<file path="src/rtl/gfx_store_coalescer.sv">
// rtl/gfx_store_coalescer.sv - write-combining stage merging 32-bit pixel stores into 128-bit masked line writes
module gfx_store_coalescer #(
  parameter int TIMEOUT = 16,
  parameter int CNT_W   = 8
) (
  input  logic         clk,
  input  logic         rst_n,
  input  logic         gfx_st_valid,
  input  logic [31:0]  gfx_st_addr,
  input  logic [31:0]  gfx_st_wdata,
  input  logic [3:0]   gfx_st_wstrb,
  output logic         gfx_st_ready,
  input  logic         flush_req,
  output logic         mem_wr_valid,
  output logic [31:0]  mem_wr_addr,
  output logic [127:0] mem_wr_data,
  output logic [15:0]  mem_wr_strb,
  input  logic         mem_wr_ready,
  output logic         idle
);

  localparam logic [1:0] ST_EMPTY = 2'd0;
  localparam logic [1:0] ST_OPEN  = 2'd1;
  localparam logic [1:0] ST_DRAIN = 2'd2;

  localparam bit             TO_EN   = (TIMEOUT != 0);
  localparam logic [CNT_W-1:0] TO_LAST = CNT_W'(TIMEOUT > 0 ? TIMEOUT - 1 : 0);

  logic [1:0]       state;
  logic [27:0]      line_addr;
  logic [127:0]     line_data;
  logic [15:0]      line_strb;
  logic [CNT_W-1:0] idle_cnt;

  logic         same_line;
  logic         accept;
  logic         timeout_hit;
  logic [15:0]  base_strb;
  logic [127:0] merged_data;
  logic [15:0]  merged_strb;
  logic         unused_addr_bits;

  assign unused_addr_bits = ^gfx_st_addr[1:0];

  always_comb begin
    same_line = (gfx_st_addr[31:4] == line_addr);
    case (state)
      ST_EMPTY: gfx_st_ready = 1'b1;
      ST_OPEN:  gfx_st_ready = same_line;
      default:  gfx_st_ready = 1'b0;
    endcase
    accept      = gfx_st_valid && gfx_st_ready;
    timeout_hit = TO_EN && (idle_cnt == TO_LAST);
    // A fresh line starts with no valid bytes; stale data is masked by the strobe.
    base_strb   = (state == ST_EMPTY) ? 16'h0000 : line_strb;
    merged_data = line_data;
    merged_strb = base_strb;
    for (int l = 0; l < 4; l++) begin
      for (int j = 0; j < 4; j++) begin
        if ((gfx_st_addr[3:2] == 2'(l)) && gfx_st_wstrb[j]) begin
          merged_data[32*l+8*j +: 8] = gfx_st_wdata[8*j +: 8];
          merged_strb[4*l+j]         = 1'b1;
        end
      end
    end
  end

  always_ff @(posedge clk or negedge rst_n) begin
    if (!rst_n) begin
      state     <= ST_EMPTY;
      line_addr <= '0;
      line_data <= '0;
      line_strb <= '0;
      idle_cnt  <= '0;
    end else if (accept) begin
      line_data <= merged_data;
      line_strb <= merged_strb;
      idle_cnt  <= '0;
      if (state == ST_EMPTY) begin
        line_addr <= gfx_st_addr[31:4];
      end
      // A flush coinciding with a same-line store drains the line including that store.
      if ((merged_strb == 16'hFFFF) || ((state == ST_OPEN) && flush_req)) begin
        state <= ST_DRAIN;
      end else begin
        state <= ST_OPEN;
      end
    end else begin
      case (state)
        ST_OPEN: begin
          if (gfx_st_valid || flush_req || timeout_hit) begin
            state <= ST_DRAIN;
          end else begin
            idle_cnt <= idle_cnt + 1'b1;
          end
        end
        ST_DRAIN: begin
          if (mem_wr_ready) begin
            line_strb <= '0;
            idle_cnt  <= '0;
            state     <= ST_EMPTY;
          end
        end
        default: ;
      endcase
    end
  end

  assign mem_wr_valid = (state == ST_DRAIN);
  assign mem_wr_addr  = {line_addr, 4'b0000};
  assign mem_wr_data  = line_data;
  assign mem_wr_strb  = line_strb;
  assign idle         = (state == ST_EMPTY);

endmodule

</file>
<file path="config.mk">
export PLATFORM = sky130hd
export DESIGN_NAME = gfx_store_coalescer
export DESIGN_NICKNAME = d
export VERILOG_FILES = /design/src/rtl/gfx_store_coalescer.sv
export SDC_FILE = /design/constraint.sdc
export NUM_CORES = 1
export LEC_CHECK = 0
export ABC_AREA = 0
export ABC_CLOCK_PERIOD_IN_PS = 2200
export CAP_MARGIN = 20
export CELL_PAD_IN_SITES_DETAIL_PLACEMENT = 0
export CELL_PAD_IN_SITES_GLOBAL_PLACEMENT = 2
export CORE_AREA = 2 2 120 239
export CTS_BUF_LIST = sky130_fd_sc_hd__clkbuf_4 sky130_fd_sc_hd__clkbuf_8
export DETAILED_ROUTE_END_ITERATION = 10
export DIE_AREA = 0 0 122 241
export PLACE_DENSITY_LB_ADDON = 0.3
export SLEW_MARGIN = 30
export SYNTH_ARGS = -nofsm -noshare
export SYNTH_HDL_FRONTEND = slang
export SYNTH_SLANG_ARGS = --single-unit
</file>
<file path="constraint.sdc">
create_clock -name clk -period 2.2 [get_ports clk]
set_clock_uncertainty 0.1 [all_clocks]
set_input_delay 0.44 -clock clk [delete_from_list [all_inputs] [get_ports clk]]
set_output_delay 0.44 -clock clk [all_outputs]
set_load 0.03 [all_outputs]
</file>
==> summary.txt <==
Failing checks - setup timing
Period Utilization, post-route - 131.4%
Worst reg-to-reg setup slack - -0.68 ns
Area growth from synthesis to layout - 63.69%
Share of cells above drive strength 1 - 38.83%
Largest stage delay, worst path - 0.44 ns
Flop pwr share - 31.0%
PD cells - 1512 nW/um^2
First-pass GRT wire length - 38.74 mm
Top cells by area, synth - dfrtp_1 (59%), mux2_2 (23%), xor2_1 (3.2%)
Port buffer count - 245
Critical R2R Launch - line_addr[1]$_DFFE_PN0P_
EDFF count, synth - 0
H-tree lvl count - 4
Num rows - 86
Hold Violations, Final - 0
Async set or reset register ratio after synthesis - 100.0%
Register area - 4577 sq um
Die area - 29400 sq um
Post-synthesis area per instance - 14.22 sq um
Final setup fails - 147
Sw Pwr - 7.754 mW
Setup crit end - mem_wr_data[84]$_DFFE_PN0P_
DP Area - 11340 sq um
R2R cell count - 11
CTS buffer count - 17
Cells after Synth - 539
Final non-filler cell total - 1263
Worst hold path class - in -> async
WP data arrival - 3.17 ns
Fin area - 12540 sq um
Critical path origin - gfx_st_addr[5]
Cell-internal power - 11.21 mW
Nets - 970
Yosys cell types - 43
R2R Path End - mem_wr_data[84]$_DFFE_PN0P_
Startpoint Class - input port
Post-DR vias/cell - 4.618
Iteration-0 DRC Markers - 207
Antenna violations before repair - 2
Horiz. Die Dim - 122 um
CTS tree - yes
Ports - 252
Post-Route WL - 26.16 mm
Netlist Area Pre-Place - 7664 sq um
Placer Congestion - 0.8049
Hold slack - 0.3143 ns
Synthesis-stage register bit count - 182
Die height - 241 um
Top_reg_cell synth - dfrtp_1
Pleak - 5.770 nW
Placed cells - 1194
GRT Util Overall - 17.80%
Endpoint required time on the critical path - 2.48 ns
Detailed Place HPWL - 18.81 mm
Sw Ratio - 40.89%
Final-report max-slew violation count - 0
Final antenna-violating net count - 0
Root buffer cell - clkbuf_8
Outcome - finished with violations
Worst IR Drop VDD - 716.3 uV
Largest net degree at the start of global routing - 68
TritonRoute pass-1 iters - 4
Initial core utilization - 27.93%
Fin util - 45.72%
Max cap viols - 0
Final setup margin - -0.6906 ns
# fillers - 2515
Reg clk slew, reported paths - 0.10 ns
Seq/Total Area, Yosys - 59.43%
Leading area contributor after synthesis - dfrtp_1
Tmin final - 2.891 ns
Max Fclk - 346.0 MHz
Synth top area share - 59.43%
DRC Markers - 0
Clk buf depth - 2
Core area - 27440 sq um
RSZ-0062 raised after global routing - true
Clk sinks - 182
Routed length per placed instance - 20.71 um
Most used cell, CP - buf_12
Multi-input gate area - 3397 sq um
DR vias - 5832
Setup CP Type - in -> reg
Critical Path End Type - register
Combinational Power Share - 55.5%
Clock power frac - 13.5%
CP max FO - 4
YS warnings - 0
Cell Chain, Critical Path - clkdlybuf4s50_1 > xor2_1 > nor4_2 > buf_4 > nand4_1 > o21a_1 > buf_6 > buf_12 > buf_12 > nor3_4 > clkbuf_16 > mux2_4
Total gr overflow - 0
Max stage delay cell, worst path - clkdlybuf4s50_1
Vias in the first global route - 6390
Clk_lat worst skew - 0.49 ns
-- power by group through the flow --
stage | clock network [mW] | registers (mW) | logic [mW]
2_1_floorplan | 0 | 8.68 | 2.32
3_3_place_gp | 0 | 5.86 | 9.75
3_5_place_dp | 0 | 5.92 | 9.82
4_1_cts | 2.66 | 5.88 | 10.4
5_1_grt | 2.80 | 6.05 | 11.0
6_report | 2.57 | 5.87 | 10.5
-- layout make-up --
type,count,share of cell area [%]
clock buffers,21,2.304
repair buffers,355,29.04
inverters,5,0.2693
well taps,352,3.511
clock inverters,11,1.267
flip-flops and latches,182,36.49
multi-input cells,335,27.08
diodes,2,0.03990
-- logic make-up after synthesis --
kind of cell / synth area share [%]
DFF: 59.43
other: 0.04893
adders and majority gates: 0.1632
buffers and inverters: 1.714
muxes: 23.35
and+or+nand+nor: 7.674
AOI/OAI and AO/OA: 4.425
xor gates and xnor gates: 3.200
-- per-stage QoR --
step | worst slack, ns | setup TNS [ns] | power (mW)
after floorplan | -0.2146 | -25.67 | 11.00
after global placement | -1.062 | -141.69 | 15.60
after detailed placement | -1.082 | -145.15 | 15.74
after CTS | -0.7023 | -78.58 | 18.90
after global routing | -0.7643 | -89.04 | 19.85
final | -0.6906 | -77.36 | 18.97
-- synthesized netlist by cell type, drive strengths merged, types with 8 or more instances --
master,instances
o21ai,12
a21oi,9
dfrtp,182
nor2,8
nand2,32
clkbuf,9
mux2,158
a21o,12
buf,11
nor3,15
xor2,28
-- metal layers --
layer	global-route usage, %	vias to the layer above	share of wire [%]
li1	-	2630	-
met1	17.62	2992	34
met2	34.45	186	57
met3	5.175	24	6.1
met4	6.130	0	2.2
met5	0	-	0
-- what timing repair did --
action	in CTS	in global routing
pin swaps	5	10
setup endpoints to repair	197	164
hold buffers	1	0
gates cloned	5	3
gates resized for setup	132	41
buffers inserted	19	13
endpoints found under the hold margin	32	0
-- worst min-delay path by stage --
stage	slack (ns)	depth (start not counted)	endpoint	from
after floorplan	0.04	0	idle_cnt[0]$_DFFE_PN0P_	rst_n
after global placement	0.27	1	line_addr[6]$_DFFE_PN0P_	rst_n
after detailed placement	0.28	1	line_addr[6]$_DFFE_PN0P_	rst_n
after CTS	0.28	2	line_addr[6]$_DFFE_PN0P_	rst_n
after global routing	0.31	2	line_addr[6]$_DFFE_PN0P_	rst_n
final	0.31	2	line_addr[6]$_DFFE_PN0P_	rst_n
-- sequential cells by signal, indices dropped and copies added, names as in the netlist --
| register | cells |
|---|---|
| idle_cnt | 8 |
| line_addr | 28 |
| mem_wr_data | 128 |
| mem_wr_strb | 16 |
| state | 2 |
-- cells in the final DEF, fill, tap and decap left out, types with 7 or more instances in the layout --
cell	count
mux2_4	82
buf_12	21
o21ai_0	10
buf_4	68
clkdlybuf4s50_1	194
dlygate4sd2_1	40
and3_1	7
a21oi_1	9
nor3_4	12
a21o_1	9
buf_6	18
dlymetal6s2s_1	7
clkbuf_8	21
dfrtp_1	164
dfrtp_2	18
nand2_1	28
xor2_1	28
nor2_1	7
mux2_2	76
-- critical path, delay by kind of cell --
kind            cells  cell delay [ns]
xor+xnor            1             0.18
simple gates        3             0.76
buf+inv             6             1.20
compound gates      1             0.29
mux                 1             0.30
Note: power is estimated with default switching activity, not from simulation.
